===== config.mk =====
export PLATFORM = sky130hd
export DESIGN_NAME = adventure_autoplayer
export DESIGN_NICKNAME = d
export VERILOG_FILES = /design/src/rtl/adventure_pkg.sv /design/src/rtl/move_script_mem.sv /design/src/rtl/adventure_autoplayer.sv
export SDC_FILE = /design/constraint.sdc
export NUM_CORES = 1
export LEC_CHECK = 0
export BUFFER_PORTS_ARGS = -buffer_cell sky130_fd_sc_hd__buf_2
export CAP_MARGIN = 30
export CORE_MARGIN = 2
export CORE_UTILIZATION = 50
export CTS_BUF_LIST = sky130_fd_sc_hd__clkbuf_8
export DETAILED_ROUTE_END_ITERATION = 10
export HOLD_SLACK_MARGIN = 0.12
export PLACE_DENSITY = 0.76
export SYNTH_ARGS = -nofsm -noshare
export SYNTH_HDL_FRONTEND = slang
export SYNTH_HIERARCHICAL = 1
export SYNTH_SLANG_ARGS = --single-unit

===== constraint.sdc =====
create_clock -name clk -period 3.06 [get_ports clk]
set_input_delay 0.153 -clock clk [delete_from_list [all_inputs] [get_ports clk]]
set_output_delay 0.153 -clock clk [all_outputs]
set_load 0.01 [all_outputs]

===== src/rtl/adventure_pkg.sv =====
// adventure_pkg: room and move encodings shared with the game, plus the autoplayer state type
package adventure_pkg;
   localparam logic [2:0] ROOM_CAVE   = 3'b000;
   localparam logic [2:0] ROOM_TUNNEL = 3'b001;
   localparam logic [2:0] ROOM_RIVER  = 3'b010;
   localparam logic [2:0] ROOM_SWORD  = 3'b011;
   localparam logic [2:0] ROOM_DRAGON = 3'b100;
   localparam logic [2:0] ROOM_WIN    = 3'b101;
   localparam logic [2:0] ROOM_DIE    = 3'b110;
   localparam logic [1:0] MOVE_N = 2'b00;
   localparam logic [1:0] MOVE_S = 2'b01;
   localparam logic [1:0] MOVE_E = 2'b10;
   localparam logic [1:0] MOVE_W = 2'b11;
   typedef enum logic [2:0] {ST_IDLE, ST_ISSUE, ST_WAIT, ST_DONE, ST_FAIL} ap_state_t;
endpackage


===== src/rtl/move_script_mem.sv =====
// move_script_mem: append-only route store with combinational read and a length counter
module move_script_mem #(
   parameter int DEPTH = 16,
   localparam int CW = $clog2(DEPTH + 1),
   localparam int AW = $clog2(DEPTH)
) (
   input  logic          clk,
   input  logic          rst_n,
   input  logic          clear,
   input  logic          load_en,
   input  logic [1:0]    load_dir,
   input  logic [AW-1:0] rd_addr,
   output logic [1:0]    rd_dir,
   output logic [CW-1:0] len
);
   logic [1:0] mem [DEPTH];
   logic wr;
   assign wr = load_en && !clear && len < CW'(DEPTH);
   assign rd_dir = mem[rd_addr];
   always_ff @(posedge clk) begin
      if (!rst_n) len <= '0;
      else if (clear) len <= '0;
      else if (wr) len <= len + CW'(1);
   end
   always_ff @(posedge clk) begin
      if (wr) mem[len[AW-1:0]] <= load_dir;
   end
endmodule


===== src/rtl/adventure_autoplayer.sv =====
// adventure_autoplayer: replays a stored compass route into the game and reports win, death, exhaustion or stall
module adventure_autoplayer
   import adventure_pkg::*;
#(
   parameter int DEPTH = 16,
   parameter int TIMEOUT = 8,
   localparam int CW = $clog2(DEPTH + 1),
   localparam int AW = $clog2(DEPTH),
   localparam int TW = $clog2(TIMEOUT)
) (
   input  logic          clk,
   input  logic          rst_n,
   input  logic          load_en,
   input  logic [1:0]    load_dir,
   input  logic          clear,
   input  logic          start,
   input  logic          abort,
   input  logic [2:0]    room,
   output logic          dir_n,
   output logic          dir_s,
   output logic          dir_e,
   output logic          dir_w,
   output logic          busy,
   output logic          won,
   output logic          failed,
   output logic          timed_out,
   output logic [CW-1:0] moves,
   output logic [CW-1:0] script_len
);
   ap_state_t state, state_d;
   logic [AW-1:0] rd_ptr, rd_ptr_d;
   logic [TW-1:0] timer, timer_d;
   logic [2:0] room_prev, room_prev_d;
   logic [CW-1:0] moves_d, moves_inc;
   logic won_d, failed_d, timed_out_d;
   logic [1:0] cur_dir;
   logic can_start, mem_clear, mem_load, pulse, changed, last;
   move_script_mem #(.DEPTH(DEPTH)) u_mem (
      .clk(clk),
      .rst_n(rst_n),
      .clear(mem_clear),
      .load_en(mem_load),
      .load_dir(load_dir),
      .rd_addr(rd_ptr),
      .rd_dir(cur_dir),
      .len(script_len)
   );
   assign can_start = start && !abort && script_len != '0 && state inside {ST_IDLE, ST_DONE, ST_FAIL};
   // a start that is taken drops any load or clear arriving with it
   assign mem_clear = state == ST_IDLE && clear && !abort && !can_start;
   assign mem_load  = state == ST_IDLE && load_en && !abort && !start;
   assign pulse = state == ST_ISSUE && !abort;
   assign dir_n = pulse && cur_dir == MOVE_N;
   assign dir_s = pulse && cur_dir == MOVE_S;
   assign dir_e = pulse && cur_dir == MOVE_E;
   assign dir_w = pulse && cur_dir == MOVE_W;
   assign busy = state inside {ST_ISSUE, ST_WAIT};
   assign changed = room != room_prev;
   assign last = CW'(rd_ptr) == script_len - CW'(1);
   assign moves_inc = moves == CW'(DEPTH) ? moves : moves + CW'(1);
   always_comb begin
      state_d = state;
      rd_ptr_d = rd_ptr;
      timer_d = timer;
      room_prev_d = room_prev;
      moves_d = moves;
      won_d = won;
      failed_d = failed;
      timed_out_d = timed_out;
      if (abort) begin
         state_d = ST_IDLE;
         won_d = 1'b0;
         failed_d = 1'b0;
         timed_out_d = 1'b0;
      end else if (can_start) begin
         state_d = ST_ISSUE;
         rd_ptr_d = '0;
         moves_d = '0;
         won_d = 1'b0;
         failed_d = 1'b0;
         timed_out_d = 1'b0;
      end else if (state == ST_ISSUE) begin
         room_prev_d = room;
         timer_d = '0;
         state_d = ST_WAIT;
      end else if (state == ST_WAIT) begin
         // progress is checked first so a change on the final timer cycle still counts
         if (changed) begin
            moves_d = moves_inc;
            if (room == ROOM_WIN) begin
               won_d = 1'b1;
               state_d = ST_DONE;
            end else if (room == ROOM_DIE) begin
               failed_d = 1'b1;
               state_d = ST_FAIL;
            end else if (last) begin
               state_d = ST_DONE;
            end else begin
               rd_ptr_d = rd_ptr + AW'(1);
               state_d = ST_ISSUE;
            end
         end else if (timer == TW'(TIMEOUT - 1)) begin
            failed_d = 1'b1;
            timed_out_d = 1'b1;
            state_d = ST_FAIL;
         end else begin
            timer_d = timer + TW'(1);
         end
      end
   end
   always_ff @(posedge clk) begin
      if (!rst_n) begin
         state <= ST_IDLE;
         rd_ptr <= '0;
         timer <= '0;
         room_prev <= ROOM_CAVE;
         moves <= '0;
         won <= 1'b0;
         failed <= 1'b0;
         timed_out <= 1'b0;
      end else begin
         state <= state_d;
         rd_ptr <= rd_ptr_d;
         timer <= timer_d;
         room_prev <= room_prev_d;
         moves <= moves_d;
         won <= won_d;
         failed <= failed_d;
         timed_out <= timed_out_d;
      end
   end
endmodule


==> summary.md, run 1 <==
| Metric | Value |
|---|---|
| Clock Sinks | 58 |
| Max_cap viols | 0 |
| Initial antenna violation count | 0 |
| Max Transition Viols Final | 0 |
| Internal reg-to-reg setup slack | 420 ps |
| P per Cell Area | 467 nW/um^2 |
| Worst Path Required | 3060 ps |
| I/O Pins | 29 |
| H-tree depth | 3 |
| WS Path Type | flip-flop to flip-flop |
| FF-to-FF End | u_mem/mem[0][1] |
| Root buffer cell | clkbuf_8 |
| Routed Antenna Nets | 0 |
| DRT iter0 DRCs | 139 |
| First-pass GRT wire length | 10.3 mm |
| Top FF cell, synth | edfxtp_1 |
| Core outline area | 5610 sq um |
| Count of cell types in the netlist | 51 |
| P_leak | 0.00120 uW |
| CP Data Arrival Time | 2640 ps |
| CTS tree | done |
| Critical Path Fanout Max | 10 |
| Kind of end point of the critical path | flip-flop |
| Period minus WS final | 2640 ps |
| R2r worst-path depth | 8 |
| Reg2Reg Launch Point | u_mem/len[0] |
| Final instance area | 3370 sq um |
| Syn_nets | 289 |
| IO buf count | 28 |
| Die Y | 80.8 um |
| Vias/cell | 5.70 |
| Diodes inserted | 0 |
| Setup TNS | 0 ps |
| Rel. slew slack | 54.1% |
| Drt drc | 0 |
| Yosys warns | 6 |
| Syn_area_per_cell | 11.0 sq um |
| Synthesized cell area | 2950 sq um |
| Hold buffer count at CTS | 3 |
| TritonCTS Buffers | 9 |
| Period utilization | 86.2% |
| Worst hold path type | input pin to flip-flop |
| Hpwl dp | 4.49 mm |
| Final setup vio count | 0 |
| Crit path from | u_mem/len[0] |
| CP startpoint kind | flip-flop |
| # rows | 27 |
| Post_cts resized | 0 |
| Pre-antenna DRT Iters | 4 |
| Fraction of registers with async set/reset | 0% |
| Layout area overhead | 14.3% |
| Worst-Skew Late Latency | 340 ps |
| Setup Buffers After CTS | 0 |
| Status | finished, final reports clean |
| Post-Synthesis Cells | 267 |
| RSZ-0062 raised after global routing | no |
| Final clock skew | 14.5 ps |
| GRT overflow | 0 |
| DR vias | 2167 |
| Filler instances | 475 |
| Final nets | 325 |
| Dpl cell area | 3150 sq um |
| GRT Total Usage | 21.2% |
| FF+latch count, synth | 58 |
| Final GP Congestion | 0.853 |
| Routed wire length | 6.26 mm |
| Number of global-route vias before repair | 2131 |
| Post-synth EDFFs | 32 |
| Initial Util | 52.6% |
| Register area share after synthesis | 50.3% |
| Overall power | 1570 uW |
| Worst setup path endpoint | u_mem/mem[0][1] |
| Die area | 6530 sq um |
| Layout cell share with drive strength beyond 1 | 20.1% |
| Worst-Margin Slew | 682 ps |
| Max Freq | 379 MHz |
| Largest net degree at the start of global routing | 17 |
| CTS max path bufs | 2 |
| Final Hold Fails | 0 |
| Die width | 80.8 um |
| Max VDD drop | 0.344 mV |
| Wire length per cell | 16.5 um |
| Worst-path clk slew | 70 ps |
==> how the worst min path moves through the flow <==
stage / from / endpoint / slack [ps] / depth (start not counted)
6_report: rst_n / timer[0] / 150 / 3
5_1_grt: rst_n / timer[0] / 160 / 3
4_1_cts: rst_n / timer[0] / 120 / 3
3_5_place_dp: failed / failed / 460 / 1
3_3_place_gp: failed / failed / 440 / 1
2_1_floorplan: load_dir[0] / u_mem/mem[0][0] / 250 / 0
==> per-layer routing <==
metal	global-route usage, %	wire [um]	vias to the layer above	share of wire [%]
met2	32.1	2940	78	47
li1	-	-	1047	-
met4	6.95	55	0	0.88
met3	6.11	380	4	6.1
met1	29.5	2880	1038	46
met5	0	0	-	0
==> worst max-delay path, cell delays in order, from the launching register on <==
cell     delay (ps)
dfxtp_1         540
inv_1            80
ha_1            240
or4b_1          210
and2_1          160
nor2_1           90
nor3b_2         430
nand2_1         210
nor3_1          340
==> synthesized netlist by cell type, drive strengths merged, types with 4 or more instances <==
master	n	area [sq um]
mux4	8	180
mux2i	7	70.1
nand3	14	70.1
nor2	36	135
o21ai	7	38.8
or3	4	25.0
a31oi	6	37.5
edfxtp	32	961
xnor2	13	114
inv	8	30.0
a21oi	9	48.8
nor3	8	40.0
nand2	20	75.1
dfxtp	26	521
ha	11	138
nor2b	6	37.5
clkbuf	4	15.0
nand2b	7	43.8
==> cell usage in the layout (no fill, tap or decap), types with 2 or more instances in the layout <==
cell type and count:
ha_1 11, or3_1 4, a31oi_1 6, a21oi_1 8
dlygate4sd3_1 3, or4b_1 2, inv_1 8, clkinv_1 2
edfxtp_1 32, nand2b_1 7, and2_1 2, clkinvlp_4 3
clkbuf_8 9, a211oi_2 3, nor2_1 36, buf_2 28
o21a_1 3, mux4_2 8, xor2_1 3, mux2i_1 7
nand2_1 20, nor2b_1 6, nor3_1 8, a22oi_1 2
nand4_1 2, dfxtp_1 26, xnor2_1 13, nand3_1 14
o21ai_0 6
==> registers in the layout, summed over array words and instances (netlist names) <==
| register | count |
|---|---|
| u_mem/len | 5 |
| state | 3 |
| moves | 5 |
| won | 1 |
| rd_ptr | 4 |
| timer | 3 |
| room_prev | 3 |
| u_mem/mem | 32 |
| failed | 1 |
| timed_out | 1 |
==> logic make-up (layout without fill, tap and decap cells) <==
kind of cell               after synthesis  in the layout  share of synthesized area [%]
adders and majority gates               11             11                           4.67
buffers and inverters                   15             56                           2.21
AOI/OAI and AO/OA                       36             36                           9.04
muxes                                   16             16                           8.87
and+or+nand+nor                        115            115                           20.2
xor gates and xnor gates                16             16                           4.75
DFF                                     58             58                           50.3
==> where the power goes <==
group | leakage, uW | internal, uW | switching (uW)
combinational | 0.000616 | 24.6 | 41.6
sequential | 0.000497 | 822 | 2.80
clock | 0.0000889 | 372 | 312
==> final cells by class <==
type / count / area (sq um) / area share, %
Timing Repair Buffer: 31 / 170 / 5.05
Sequential cell: 58 / 1480 / 43.9
Multi-Input combinational cell: 194 / 1400 / 41.6
Tap cell: 72 / 90.1 / 2.67
Clock inverter: 7 / 70.1 / 2.08
Clock buffer: 9 / 124 / 3.67
Inverter: 9 / 33.8 / 1.00
==> per-stage QoR <==
step                      worst slack, ps  hold WS (ps)  util, %  cells
after floorplan                       798           252        -    267
after global placement                583           445     56.1    361
after detailed placement              460           461     56.1    361
after CTS                             438           124     60.1    380
after global routing                  212           161     60.1    380
final                                 423           151     60.1    380
No activity file was read; power rests on OpenSTA's default activity.
==> run 2: changes to the inputs <==
- CORE_UTILIZATION: 50 -> 55
- PLACE_DENSITY: 0.76 -> 0.82
- SYNTH_HIERARCHICAL: 1 -> not set
==> run 2 against run 1 <==
  * Combinational power decreased by 14%
  * Non-clock buffer count increased by 2
  * Utilization increased by 5.3 points
  * Sequential share of layout area increased by 1.9 points
  * First-iteration DRC count decreased by 7.9%
  * Global-route usage increased by 0.72 points
  * Clock power decreased by 2%
  * Count of clock-buffer cells in the layout unchanged
  * Die area decreased by 7.0%
  * Critical path depth decreased by 1
  * Via count decreased by 1.3%
==> summary.md, run 2 <==
| Metric | Value |
|---|---|
| Worst-Skew Late Latency | 340 ps (about the same) |
| Worst Path Required | 3070 ps (about the same) |
| Most common library cells after synthesis | nor2_1, edfxtp_1, dfxtp_1, nand2_1, a21oi_1 |
| Drt drc | 0 (unchanged) |
| Setup Buffers After CTS | 0 (unchanged) |
| Die area | 6070 sq um (-7.0%) |
| TritonCTS Buffers | 9 (unchanged) |
| Fraction of registers with async set/reset | 0% (unchanged) |
| Worst-path clk slew | 70 ps (about the same) |
| Final clock skew | 6.44 ps (-8.08 ps) |
| Period utilization | 87.8% (+1.6 points) |
| Syn_area_per_cell | 11.3 sq um (+1.9%) |
| Diodes inserted | 0 (unchanged) |
| First-pass GRT wire length | 10.1 mm (-1.6%) |
| Initial antenna violation count | 0 (unchanged) |
| Max VDD drop | 0.232 mV (-33%) |
| Most common cell in the netlist | nor2_1 |
| Max Transition Viols Final | 0 (unchanged) |
| Reg2Reg Launch Point | u_mem.len[0] |
| Most common cell after layout, fill and taps aside | nor2_1 |
| Layout area overhead | 13.4% |
| Wire length per cell | 16.2 um (-1.6%) |
| DR vias | 2139 (-1.3%) |
| Core outline area | 5200 sq um (-7.2%) |
| Top cell type's share of synthesized area | 32.0% (-0.61 points) |
| IO buf count | 28 (unchanged) |
| Top FF cell, synth | edfxtp_1 |
| P per Cell Area | 471 nW/um^2 (+0.86%) |
| Hpwl dp | 4.30 mm (-4.1%) |
| FF+latch count, synth | 62 (+6.9%) |
| Initial Util | 57.7% (+5.2 points) |
| Layout cell share with drive strength beyond 1 | 20.3% (+0.20 points) |
| GRT Total Usage | 21.9% (+0.72 points) |
| Post-Synthesis Cells | 267 (unchanged) |
| Syn_nets | 288 (-0.35%) |
| Setup TNS | 0 ps (unchanged) |
| Root buffer cell | clkbuf_8 |
| Hold path startpoint | rst_n |
| WS Path Type | flip-flop to flip-flop |
| Overall power | 1600 uW (+1.9%) |
| Kind of end point of the critical path | flip-flop |
| Yosys top cell by area | edfxtp_1 |
| Rel. slew slack | 46.5% (-7.6 points) |
| Clock Sinks | 62 (+6.9%) |
| Routed Antenna Nets | 0 (unchanged) |
| Status | finished, final reports clean |
| R2r worst-path depth | 7 (-1) |
| Count of cell types in the netlist | 53 (+3.9%) |
| Final GP Congestion | 0.843 (-1.2%) |
| Final setup vio count | 0 (unchanged) |
| CTS tree | done |
| Die width | 77.9 um (-3.6%) |
| GRT overflow | 0 (unchanged) |
| DRT iter0 DRCs | 128 (-7.9%) |
| P_leak | 0.00121 uW (+0.35%) |
| Yosys warns | 0 (-6) |
| Largest net degree at the start of global routing | 17 (unchanged) |
| Internal reg-to-reg setup slack | 370 ps (-50 ps) |
| Post-synth EDFFs | 32 (unchanged) |
| Hold depth | 2 (-1) |
| H-tree depth | 3 (unchanged) |
| Number of global-route vias before repair | 2041 (-4.2%) |
| Max Freq | 372 MHz (-1.8%) |
| Vias/cell | 5.70 (about the same) |
| Synthesized cell area | 3000 sq um (+1.9%) |
| Worst-Margin Slew | 793 ps (+111 ps) |
| FF-to-FF End | u_mem.mem[1][1] |
| Highest-count cells in the layout ignoring fill and taps | nor2_1, edfxtp_1, dfxtp_1 |
| Pre-antenna DRT Iters | 4 (unchanged) |
| Final nets | 321 (-1.2%) |
| Max_cap viols | 0 (unchanged) |
| CP Data Arrival Time | 2700 ps (+60 ps) |
| I/O Pins | 29 (unchanged) |
| Worst hold path type | input pin to flip-flop |
| Period minus WS final | 2690 ps (+48.0 ps) |
| RSZ-0062 raised after global routing | no |
| Routed wire length | 6.08 mm (-2.9%) |
| Cells taking the most area after synthesis | edfxtp_1, dfxtp_1, mux4_2 |
| Critical Path Fanout Max | 12 (+2) |
| Max reg flops | 32 (unchanged) |
| # rows | 26 (-3.7%) |
| Die Y | 77.9 um (-3.6%) |
| Register area share after synthesis | 52.0% (+1.7 points) |
| Final Hold Fails | 0 (unchanged) |
| Hold Path End | moves[0] |
| CP startpoint kind | flip-flop |
| CTS max path bufs | 2 (unchanged) |
run 2: cell types whose count changed in the layout (fill, tap and decap cells not counted), moves of 3 or more:
cell,previous run,this run
a211oi_1,0,4
a211oi_2,3,0
a21boi_0,0,6
a21oi_1,8,12
a31oi_1,6,2
clkinvlp_4,3,0
dfxtp_1,26,30
inv_1,8,11
nand2_1,20,14
nand3_1,14,9
or3_1,4,1
xnor2_1,13,10
run 2: worst max-delay path by stage:
| stage | slack (ps) | from | cells past startpoint | end |
|---|---|---|---|---|
| after floorplan | 520 | u_mem.len[0] | 8 | u_mem.mem[0][0] |
| after global placement | 420 | u_mem.len[0] | 7 | u_mem.mem[1][1] |
| after detailed placement | 260 | u_mem.len[0] | 7 | u_mem.mem[0][0] |
| after CTS | 230 | u_mem.len[0] | 7 | u_mem.mem[0][1] |
| after global routing | 160 | flip-flop | 4 | dir_s |
| final | 370 | u_mem.len[0] | 7 | u_mem.mem[1][1] |
run 2: what timing repair did:
action / 4_1_cts / 5_1_grt
hold buffers: 3 / 0
endpoints found under the hold margin: 3 / 0
setup endpoints to repair: 0 / 2
resized for setup: 0 / 1
run 2: critical path, stage by stage, from the launching register on:
cell and delay (ps):
dfxtp_1 510, inv_1 140, ha_1 220, nor4b_1 160, a2111o_1 490, a21oi_2 330
nand2_1 210, nor3_1 290
run 2: metal layers:
| layer | vias up | global-route usage, % | wire (um) |
|---|---|---|---|
| li1 | 1051 | - | - |
| met1 | 1013 | 31.7 | 2930 |
| met2 | 62 | 32.4 | 2750 |
| met3 | 13 | 5.70 | 309 |
| met4 | 0 | 6.84 | 88 |
| met5 | - | 0 | 0 |
run 2: cell families (layout without fill, tap and decap cells):
family,after synthesis,in the layout,share of synthesized area (%)
muxes,15,15,8.79
AOI/OAI and AO/OA,47,47,10.6
adders and majority gates,10,10,4.16
DFF,62,62,52.0
buffers and inverters,21,59,3.08
xor gates and xnor gates,14,14,4.08
and+or+nand+nor,98,98,17.3
run 2: power by group:
part	internal [uW]	leakage [uW]	switching, uW
clock network	363	0.0000990	309
registers	874	0.000529	1.97
logic	20.2	0.000578	37.0
run 2: through the flow:
stage / instance area (sq um) / std cells / util [%] / hold slack (ps) / worst slack, ps
6_report: 3410 / 375 / 65.4 / 178 / 375
5_1_grt: 3410 / 375 / 65.4 / 184 / 157
4_1_cts: 3400 / 375 / 65.4 / 175 / 234
3_5_place_dp: 3190 / 356 / 61.3 / 450 / 263
3_3_place_gp: 3190 / 356 / 61.3 / 439 / 420
2_1_floorplan: 3000 / 267 / - / 252 / 515
run 2: area by class of cell:
type,instances,area [sq um]
Fill cell,427,1800
Sequential cell,62,1560
Multi-Input combinational cell,184,1350
Timing Repair Buffer,33,185
Clock buffer,9,124
Tap cell,70,87.6
Clock inverter,7,56.3
Inverter,10,37.5
